<file path="src/rtl/transmitter.sv">
// UART transmitter with a shift-register TXBUF loaded from switches; sends the newest entry or the whole buffer.
// Optional button debounce is enabled by defining TRANSMITTER_DEBOUNCE_EN.
module transmitter #(
  parameter int CLKS_PER_BIT = 868,
  parameter int DATA_BITS    = 8,
  parameter int FIFO         = 4
) (
  input  logic                 clk,
  input  logic                 rst_n,
  input  logic                 btnC,
  input  logic                 btnD,
  input  logic [DATA_BITS-1:0] data,
  input  logic                 stage4,
  output logic                 tx,
  output logic [DATA_BITS-1:0] done,
  output logic [DATA_BITS-1:0] TXBUF [0:FIFO-1]
);
  localparam int BW = (CLKS_PER_BIT > 1) ? $clog2(CLKS_PER_BIT) : 1;
  localparam int NW = (DATA_BITS > 1) ? $clog2(DATA_BITS) : 1;
  localparam int IW = (FIFO > 1) ? $clog2(FIFO) : 1;

  typedef enum logic [1:0] {IDLE, START, DATA, STOP} state_t;

  state_t               state;
  logic [BW-1:0]        baud;
  logic [NW-1:0]        bit_cnt;
  logic [IW-1:0]        idx;
  logic                 burst;
  logic [DATA_BITS-1:0] shift;
  logic [DATA_BITS-1:0] cur;

  logic [1:0] c_sync, d_sync;
  logic       c_lvl, d_lvl, c_prev, d_prev;
  logic       c_rise, d_rise;
  logic       bit_end;
  logic [IW-1:0] nxt_idx;

  always_ff @(posedge clk or negedge rst_n) begin
    if (!rst_n) begin
      c_sync <= '0;
      d_sync <= '0;
      c_prev <= 1'b0;
      d_prev <= 1'b0;
    end else begin
      c_sync <= {c_sync[0], btnC};
      d_sync <= {d_sync[0], btnD};
      c_prev <= c_lvl;
      d_prev <= d_lvl;
    end
  end

`ifdef TRANSMITTER_DEBOUNCE_EN
  logic [15:0] c_cnt, d_cnt;

  // A level is accepted only after 2^16 consecutive clocks of disagreement with the held level.
  always_ff @(posedge clk or negedge rst_n) begin
    if (!rst_n) begin
      c_cnt <= '0;
      d_cnt <= '0;
      c_lvl <= 1'b0;
      d_lvl <= 1'b0;
    end else begin
      if (c_sync[1] == c_lvl) c_cnt <= '0;
      else if (c_cnt == '1) begin
        c_lvl <= c_sync[1];
        c_cnt <= '0;
      end else c_cnt <= c_cnt + 16'd1;
      if (d_sync[1] == d_lvl) d_cnt <= '0;
      else if (d_cnt == '1) begin
        d_lvl <= d_sync[1];
        d_cnt <= '0;
      end else d_cnt <= d_cnt + 16'd1;
    end
  end
`else
  always_comb begin
    c_lvl = c_sync[1];
    d_lvl = d_sync[1];
  end
`endif

  always_comb begin
    c_rise  = c_lvl & ~c_prev;
    d_rise  = d_lvl & ~d_prev;
    bit_end = (baud == BW'(CLKS_PER_BIT - 1));
    nxt_idx = idx + IW'(1);
  end

  always_ff @(posedge clk or negedge rst_n) begin
    if (!rst_n) begin
      state   <= IDLE;
      tx      <= 1'b1;
      done    <= '0;
      baud    <= '0;
      bit_cnt <= '0;
      idx     <= '0;
      burst   <= 1'b0;
      shift   <= '0;
      cur     <= '0;
      for (int unsigned i = 0; i < FIFO; i++) TXBUF[i] <= '0;
    end else begin
      case (state)
        IDLE: begin
          tx   <= 1'b1;
          baud <= '0;
          if (d_rise) begin
            state <= START;
            tx    <= 1'b0;
            burst <= stage4;
            idx   <= '0;
            shift <= stage4 ? TXBUF[0] : TXBUF[FIFO-1];
            cur   <= stage4 ? TXBUF[0] : TXBUF[FIFO-1];
          end else if (c_rise) begin
            for (int unsigned i = 0; i < FIFO - 1; i++) TXBUF[i] <= TXBUF[i+1];
            TXBUF[FIFO-1] <= data;
          end
        end
        START: begin
          if (bit_end) begin
            state   <= DATA;
            baud    <= '0;
            bit_cnt <= '0;
            tx      <= shift[0];
            shift   <= shift >> 1;
          end else baud <= baud + BW'(1);
        end
        DATA: begin
          if (bit_end) begin
            baud <= '0;
            if (bit_cnt == NW'(DATA_BITS - 1)) begin
              state <= STOP;
              tx    <= 1'b1;
            end else begin
              bit_cnt <= bit_cnt + NW'(1);
              tx      <= shift[0];
              shift   <= shift >> 1;
            end
          end else baud <= baud + BW'(1);
        end
        STOP: begin
          if (bit_end) begin
            baud <= '0;
            done <= cur;
            // Burst chains straight into the next start bit with no idle clock.
            if (burst && idx != IW'(FIFO - 1)) begin
              state <= START;
              tx    <= 1'b0;
              idx   <= nxt_idx;
              shift <= TXBUF[nxt_idx];
              cur   <= TXBUF[nxt_idx];
            end else state <= IDLE;
          end else baud <= baud + BW'(1);
        end
        default: state <= IDLE;
      endcase
    end
  end
endmodule

</file>
<file path="config.mk">
export PLATFORM = sky130hd
export DESIGN_NAME = transmitter
export DESIGN_NICKNAME = d
export VERILOG_FILES = /design/src/rtl/transmitter.sv
export SDC_FILE = /design/constraint.sdc
export NUM_CORES = 1
export LEC_CHECK = 0
export BUFFER_PORTS_ARGS = -buffer_cell sky130_fd_sc_hd__buf_2
export CORE_MARGIN = 1.5
export CORE_UTILIZATION = 57
export DETAILED_ROUTE_END_ITERATION = 16
export GPL_TIMING_DRIVEN = 0
export PLACE_DENSITY = 0.82
export SETUP_SLACK_MARGIN = 0.5
export SYNTH_ARGS = -nofsm -noshare
export SYNTH_HDL_FRONTEND = slang
export SYNTH_SLANG_ARGS = --single-unit
export TNS_END_PERCENT = 20
</file>
<file path="constraint.sdc">
create_clock -name clk -period 2.75 [get_ports clk]
set_clock_uncertainty 0.15 [all_clocks]
set_input_delay 0.1375 -clock clk [delete_from_list [all_inputs] [get_ports clk]]
set_output_delay 0.1375 -clock clk [all_outputs]
set_load 0.01 [all_outputs]
</file>
Yosys cells after proc, flatten, opt, wreduce, memory -nomap -nowiden
Cells that the tools add are included.

word-level totals
  logic and storage cells = 89
  bits in registers = 81
  input port bits = 13

operators by class
  equality and inequality tests = 13
  order comparisons = 1
  add/subtract/negate cells = 3
  mux-type cells = 36
  reduce and logical (&&, ||, !) cells = 13
  bitwise gates (word level) = 6

operator list
  operator                                                          count
  8-bit 2-to-1 mux                                                  9
  8-bit case mux with 4 select lines                                1
  10-bit case mux with 2 select lines                               1
  8-bit binary-select mux with 2-bit select                         1
  2-bit 2-to-1 mux                                                  8
  2-bit != test (second input constant)                             8
  8-bit case mux with 2 select lines                                1
  4-bit AND reduction                                               3
  10-bit by 1-bit adder with 10-bit output (second input constant)  1
  10-bit equality test (second input constant)                      1
  10-bit 2-to-1 mux                                                 1
  3-bit 2-to-1 mux                                                  3
  2-bit case mux with 4 select lines                                1
  1-bit 2-to-1 mux                                                  7
  3-bit case mux with 2 select lines                                1
  6-bit AND reduction                                               1
  5-bit AND reduction                                               1
  2-bit equality test (second input constant)                       2
  1-bit case mux with 4 select lines                                1
  2-bit case mux with 2 select lines                                1
  2-bit AND reduction                                               2
  2-bit nonzero test                                                2
  3-bit by 1-bit adder with 3-bit output (second input constant)    1
  3-bit equality test (second input constant)                       1
  10 further kinds                                                  13

Depth between registers and ports, before layout
Gate-level depths: netlist of the first run.

  depth in word-level cells = 8
  depth in mapped cells = 7

Worst setup path after synthesis of the first run
No wires, ideal clock.

  path type = register to register
  start point = register baud[0]
  end point = register shift[0]
  required time = 2.475 ns
  stages on the path, launching flop included = 7
  data arrival time = 1.743 ns
  setup slack = 0.732 ns
  buffers on the path = 1
  clock period less this slack = 2.018 ns
  cell sequence = dfrtp_1 > ha_1 > and4b_4 > and3_4 > buf_6 > o211ai_4 > mux2_2

on the way
  cells in the longest elaborated chain, start to end = 3
  elaborated cells on any way between the ends = 5

RTL lines
  element                                   RTL line  RTL
  start, declared                           25        logic [BW-1:0] baud;
  start signal, assigned                    125       end else baud <= baud + BW'(1);
  start signal, assigned                    138       end else baud <= baud + BW'(1);
  start signal, assigned                    152       end else baud <= baud + BW'(1);
  10-bit equality test (*)                  85        bit_end = (baud == BW'(CLKS_PER_BIT - 1));
  2-bit != test (no source line)            n/a
  6-bit AND reduction (no source line) (*)  n/a
  end signal, assigned                      111       shift <= stage4 ? TXBUF[0] : TXBUF[FIFO-1];
  end signal, assigned                      124       shift <= shift >> 1;
  end signal, assigned                      136       shift <= shift >> 1;
  end, declared                             29        logic [DATA_BITS-1:0] shift;

Every way passes the cells marked *; elsewhere a longest branch is shown, timed or not.
A chain may end at the register's enable or synchronous reset.

Worst setup path in the final report of the first run
  start point = register baud[0]
  end point = register shift[5]

The elaborated chain is that of the path after synthesis.

==> impl_metrics.json, run 1 <==
{
  "layout_common_cells": "80 x dfrtp_1, 58 x buf_2, 58 x mux2_2",
  "worst_path_dominant_cell_family": "flip-flops",
  "numCtsBuffers": 9,
  "grt_use_total": 0.227,
  "synthArstFlopShare": 1.00,
  "finalNetCount": 403,
  "final_common_cell": "dfrtp_1",
  "core_sq_um": 6460,
  "endpoint_kind": "register",
  "ys_seq_area_frac": 0.525,
  "post_drt_wl_per_cell_um": 16.5,
  "post-synth-top-area-cell": "dfrtp_1",
  "dr.pass1.iters": 10,
  "netlist_instances": 304,
  "path_cells": "ha_1, and4b_4, and3_4, buf_6, o211ai_4, mux2_2",
  "crit_required_ns": 2.84,
  "ys_types": 40,
  "antenna_found_initial": 0,
  "synth_fp_nets": 326,
  "peakVddDrop_v": 0.000771,
  "chipWidth_um": 85.3,
  "crit_path_top_delay_cell": "dfrtp_1",
  "finalCritPeriodShare": 0.794,
  "critical_path_depth": 6,
  "final_core_util": 0.714,
  "drt_iter0_drc": 159,
  "yosysWarnings": 0,
  "violations": "design-rule violations",
  "drc_errors": 1,
  "synth_area_sq_um": 3860,
  "cts_tree": "done",
  "place.gp.congestion": 0.841,
  "die_area_sq_um": 7280,
  "maxCapViolations": 0,
  "critPathMaxStageDelay_ns": 0.41,
  "p_leak_nw": 2.16,
  "relSlewSlack": 0.687,
  "clock-sinks": 81,
  "finalMaxSlewViolations": 0,
  "tightestPinTransition_ns": 0.469,
  "routed_wl_um": 7630,
  "critPathBufInv": 1,
  "ys.flop_type": "dfrtp_1",
  "vias_per_cell": 5.77,
  "p_per_area_nw_per_um2": 1080,
  "grt_pass1_wl_um": 12800,
  "hp-class": "in2async",
  "start_kind": "register",
  "clkSlewWorstSetupHoldPaths_ns": 0.08,
  "arrival_ns": 2.27,
  "fin_setup_tns_ns": 0,
  "drive_above_1_share": 0.407,
  "final-hold-violation-count": 0,
  "portBuffers": 52,
  "avgSynthCellArea_sq_um": 12.7,
  "critPathKind": "reg2reg",
  "yosys-top-cells-area": "dfrtp_1 52%, mux2_2 17%, mux4_2 4.7%",
  "setup_viol": 0,
  "dp_hpwl_um": 5160,
  "num_vias": 2671,
  "crit_fanout": 8,
  "timing.reg2reg.worst_path_depth": 6,
  "yosys_register_bits": 81,
  "clockBufferDepth": 2,
  "start_util": 0.598,
  "rsz0062_at_grt": "yes",
  "syn2layout_area_growth_pct": 19.4,
  "clock_latency_ns": 0.35,
  "io_pins": 54,
  "grt_overflow": 0,
  "grt_max_degree": 48,
  "num_rows": 29,
  "drtAntennaViolNets": 0,
  "synth_edf_count": 0,
  "grt_pass1_vias": 2650,
  "num_antenna_cells": 0,
  "timing.fmax_mhz": 458,
  "dieHeight_um": 85.3,
  "status": "complete, but fails checks",
  "cts-root-buf": "clkbuf_8",
  "netlist.area_leader.share": 0.518,
  "cts_htree_levels": 3,
  "min_period_ns": 2.18
}
==> layout make-up <==
class | count | area (sq um)
plain buffers | 18 | 90.1
clock inverters | 4 | 76.3
fillers | 452 | 1850
well taps | 77 | 96.3
repair buffers | 66 | 415
inverters | 7 | 26.3
multi-input cells | 198 | 1730
flip-flops and latches | 81 | 2030
clock buffers | 12 | 145
==> routing by layer <==
| layer | routed length (um) | vias to the layer above | share of wire | track usage |
|---|---|---|---|---|
| met4 | 102 | 0 | 0.013 | 0.0953 |
| met2 | 3710 | 87 | 0.49 | 0.366 |
| met1 | 3390 | 1328 | 0.44 | 0.303 |
| met3 | 432 | 10 | 0.057 | 0.0467 |
| li1 | - | 1246 | - | - |
| met5 | 0 | - | 0 | 0 |
==> state kept, by name (all words and copies together), names as in the netlist <==
signal / cells
state: 2
d_prev: 1
idx: 2
baud: 10
shift: 8
cur: 8
c_prev: 1
burst: 1
d_sync: 2
tx: 1
done: 8
bit_cnt: 3
TXBUF: 32
c_sync: 2
==> Yosys cell counts, drive strengths merged (2+ instances only) <==
cell and number:
clkbuf 9, mux2 58, xor2 2, nand4 6, nor3 3, mux4 8
a21oi 10, nand2 20, buf 9, dfrtp 80, nand2b 3, nor2 17
mux2i 10, o211ai 2, a22oi 8, nand3 6, xnor2 6, ha 9
o21ai 13, inv 7, a22o 4
==> worst register-to-register path: stages, from the launching register on <==
cell	delay [ns]
dfrtp_1	0.41
ha_1	0.27
and4b_4	0.23
and3_4	0.17
buf_6	0.13
o211ai_4	0.32
mux2_2	0.39
==> report_power, final <==
group,internal [mW],total [mW],switching (mW)
Combinational,1.04,2.07,1.03
Clock,0.539,0.970,0.431
Sequential,1.61,1.96,0.351
==> logic make-up (layout without fill, tap and decap cells) <==
logic type / count (synthesis) / after routing / share of synthesized area
compound gates: 41 / 41 / 0.0735
xor+xnor: 8 / 8 / 0.0181
fa+ha+maj: 9 / 9 / 0.0292
buf+inv: 25 / 107 / 0.0285
flops: 81 / 81 / 0.525
mux: 76 / 76 / 0.242
simple gates: 64 / 64 / 0.0839
==> what timing repair did <==
action                                  CTS  global route
cloned                                    0             0
buffers inserted                          0             2
hold endpoints to repair                 90             0
hold buffers                             11             0
resized for setup                         1            10
pin swaps                                 0             2
endpoints found under the setup margin    7            47
==> stage by stage <==
step	hold WS (ns)	instance area [sq um]	setup WS (ns)	total power, mW	cells
floorplan	-0.308	3860	0.732	3.33	304
global placement	0.0963	4220	0.465	3.88	433
detailed placement	-0.0292	4250	0.459	3.96	434
CTS	0.136	4580	0.552	4.94	461
global route	0.129	4610	0.498	5.31	463
finish	0.133	4610	0.568	5.00	463
==> worst paths after layout <==
check / startpoint / end / slack (ns)
min in group clk: stage4 / burst / 0.14
worst max-delay path: baud[0] / shift[5] / 0.57
worst min register to register: d_sync[0] / d_sync[1] / 0.20
max in group asynchronous: rst_n / tx / 1.70
worst max register to register: baud[0] / shift[5] / 0.57
worst min-delay path: rst_n / baud[9] / 0.13
(Power assumes the default switching activity.)
==> inputs of run 2 (changes only) <==
==> constraint.sdc (replaced) <==
create_clock -name clk -period 2.2 [get_ports clk]
set_clock_uncertainty 0.15 [all_clocks]
set_input_delay 0.11 -clock clk [delete_from_list [all_inputs] [get_ports clk]]
set_output_delay 0.11 -clock clk [all_outputs]
set_load 0.01 [all_outputs]
==> run 2 against run 1 <==
  * The flow still finishes with violations (design-rule violations)
  * Sequential power grew 29%
  * Die area is the same
  * Via count grew 13%
  * Highest routed layer unchanged
  * First-iteration DRC count grew 55%
  * Final area grew 9.3%
  * Maximum frequency grew 6.2%
  * Sequential share of layout area shrank 3.7 points
  * Power grew 47%
  * Largest power group unchanged
  * Critical endpoint is now cur[2]
  * Critical path type unchanged
==> impl_metrics.json, run 2 (synthesized netlist as in run 1, its figures left out) <==
{
  "violations": "design-rule violations",
  "largest_reg_flops": 32,
  "dr.pass1.iters": 13,
  "grt_pass1_vias": 2783,
  "timing.fmax_mhz": 486,
  "chipWidth_um": 85.3,
  "clockBufferDepth": 2,
  "crit_required_ns": 2.31,
  "maxCapViolations": 0,
  "layout_common_cells": "79 x dfrtp_1, 55 x buf_2, 42 x mux2_2",
  "status": "complete, but fails checks",
  "relSlewSlack": 0.703,
  "finalMaxSlewViolations": 0,
  "drtAntennaViolNets": 0,
  "clock_latency_ns": 0.37,
  "rsz0062_at_grt": "yes",
  "drive_above_1_share": 0.489,
  "crit_fanout": 6,
  "drt_iter0_drc": 247,
  "routed_wl_um": 9960,
  "critPathLaunch": "baud[2]",
  "finalNetCount": 428,
  "dp.cells": 434,
  "regToRegStartpoint": "baud[2]",
  "hp-class": "in2async",
  "cts_tree": "done",
  "largestRegisters": "TXBUF (32), baud (10)",
  "num_vias": 3018,
  "clock-sinks": 81,
  "p_per_area_nw_per_um2": 1460,
  "num_antenna_cells": 0,
  "setup_viol": 0,
  "cts_htree_levels": 3,
  "start_util": 0.598,
  "finalCritPeriodShare": 0.935,
  "dieHeight_um": 85.3,
  "syn2layout_area_growth_pct": 30.5,
  "grt_pass1_wl_um": 13800,
  "grt_overflow": 0,
  "endpoint_kind": "register",
  "drc_errors": 1,
  "fin_cells": 488,
  "min_period_ns": 2.06,
  "place.gp.congestion": 0.830,
  "grt_max_degree": 50,
  "grt_use_total": 0.247,
  "post_drt_wl_per_cell_um": 20.4,
  "dp_hpwl_um": 5280,
  "final_core_util": 0.781,
  "die_area_sq_um": 7280,
  "final-hold-violation-count": 0,
  "critPathKind": "reg2reg",
  "io_pins": 54,
  "antenna_found_initial": 0,
  "arrival_ns": 2.17,
  "final_common_cell": "dfrtp_1",
  "regMostFlops": "TXBUF",
  "cts-root-buf": "clkbuf_8",
  "tightestPinTransition_ns": 0.446,
  "clkSlewWorstSetupHoldPaths_ns": 0.09,
  "peakVddDrop_v": 0.000957,
  "power_mw": 7.36,
  "fin_setup_tns_ns": 0,
  "numCtsBuffers": 9,
  "vias_per_cell": 6.18,
  "core_sq_um": 6460,
  "num_rows": 29,
  "p_leak_nw": 2.39,
  "start_kind": "register",
  "portBuffers": 52
}
==> run 2: cell types whose count changed in the layout (fill, tap and decap cells not counted), sizes merged <==
cell and delta:
buf +28, bufinv -1, clkbuf -5, clkinv +2, inv +1
==> run 2: worst paths after layout <==
| path | to | cells past startpoint | slack (ns) |
|---|---|---|---|
| setup reg to reg | cur[2] | 5 | 0.14 |
| min in group clk | burst | 2 | 0.12 |
| setup / recovery | cur[2] | 5 | 0.14 |
| hold reg to reg | d_sync[1] | 0 | 0.20 |
| max in group asynchronous | tx | 3 | 1.19 |
| hold / removal | TXBUF[18] | 2 | 0.07 |
==> run 2: cell type report <==
class | count | area [sq um]
Clock buffer | 10 | 128
Clock inverter | 6 | 67.6
Inverter | 7 | 26.3
Tap cell | 77 | 96.3
Multi-Input combinational cell | 198 | 1890
Sequential cell | 81 | 2030
Fill cell | 363 | 1420
Buffer | 18 | 141
Timing Repair Buffer | 91 | 667
==> run 2: stage by stage <==
stage | hold slack [ns] | instance area [sq um] | setup WS (ns)
3_3_place_gp | 0.0679 | 4260 | 0.107
3_5_place_dp | -0.0716 | 4290 | 0.00920
2_1_floorplan | -0.336 | 3900 | 0.246
6_report | 0.0702 | 5040 | 0.144
4_1_cts | 0.0912 | 4780 | 0.214
5_1_grt | 0.119 | 5040 | 0.0780
==> run 2: worst max-delay path: stages, from the launching register on <==
cell	delay, ns
dfrtp_1	0.48
nor3_4	0.32
nand4_1	0.24
a21oi_4	0.27
clkbuf_16	0.19
mux2_4	0.30
==> run 2: what timing repair did <==
| action | in CTS | in global routing |
|---|---|---|
| resized for setup | 25 | 35 |
| gates cloned | 0 | 2 |
| setup buffers | 10 | 15 |
| hold buffers | 11 | 0 |
| setup endpoints to repair | 72 | 73 |
| pin swaps | 5 | 12 |
| hold endpoints to repair | 90 | 0 |
==> run 2: routing by layer <==
metal,part of all wire,GRT usage,vias up
met4,0.025,0.0880,0
met3,0.069,0.0506,34
li1,-,-,1298
met1,0.42,0.341,1529
met5,0,0,-
met2,0.49,0.392,157
==> run 2: power by group <==
part | total, mW | leakage (nW) | internal (mW) | switching [mW]
logic | 3.71 | 1.27 | 2.01 | 1.71
registers | 2.52 | 1.02 | 2.01 | 0.509
clock network | 1.12 | 0.0982 | 0.531 | 0.592
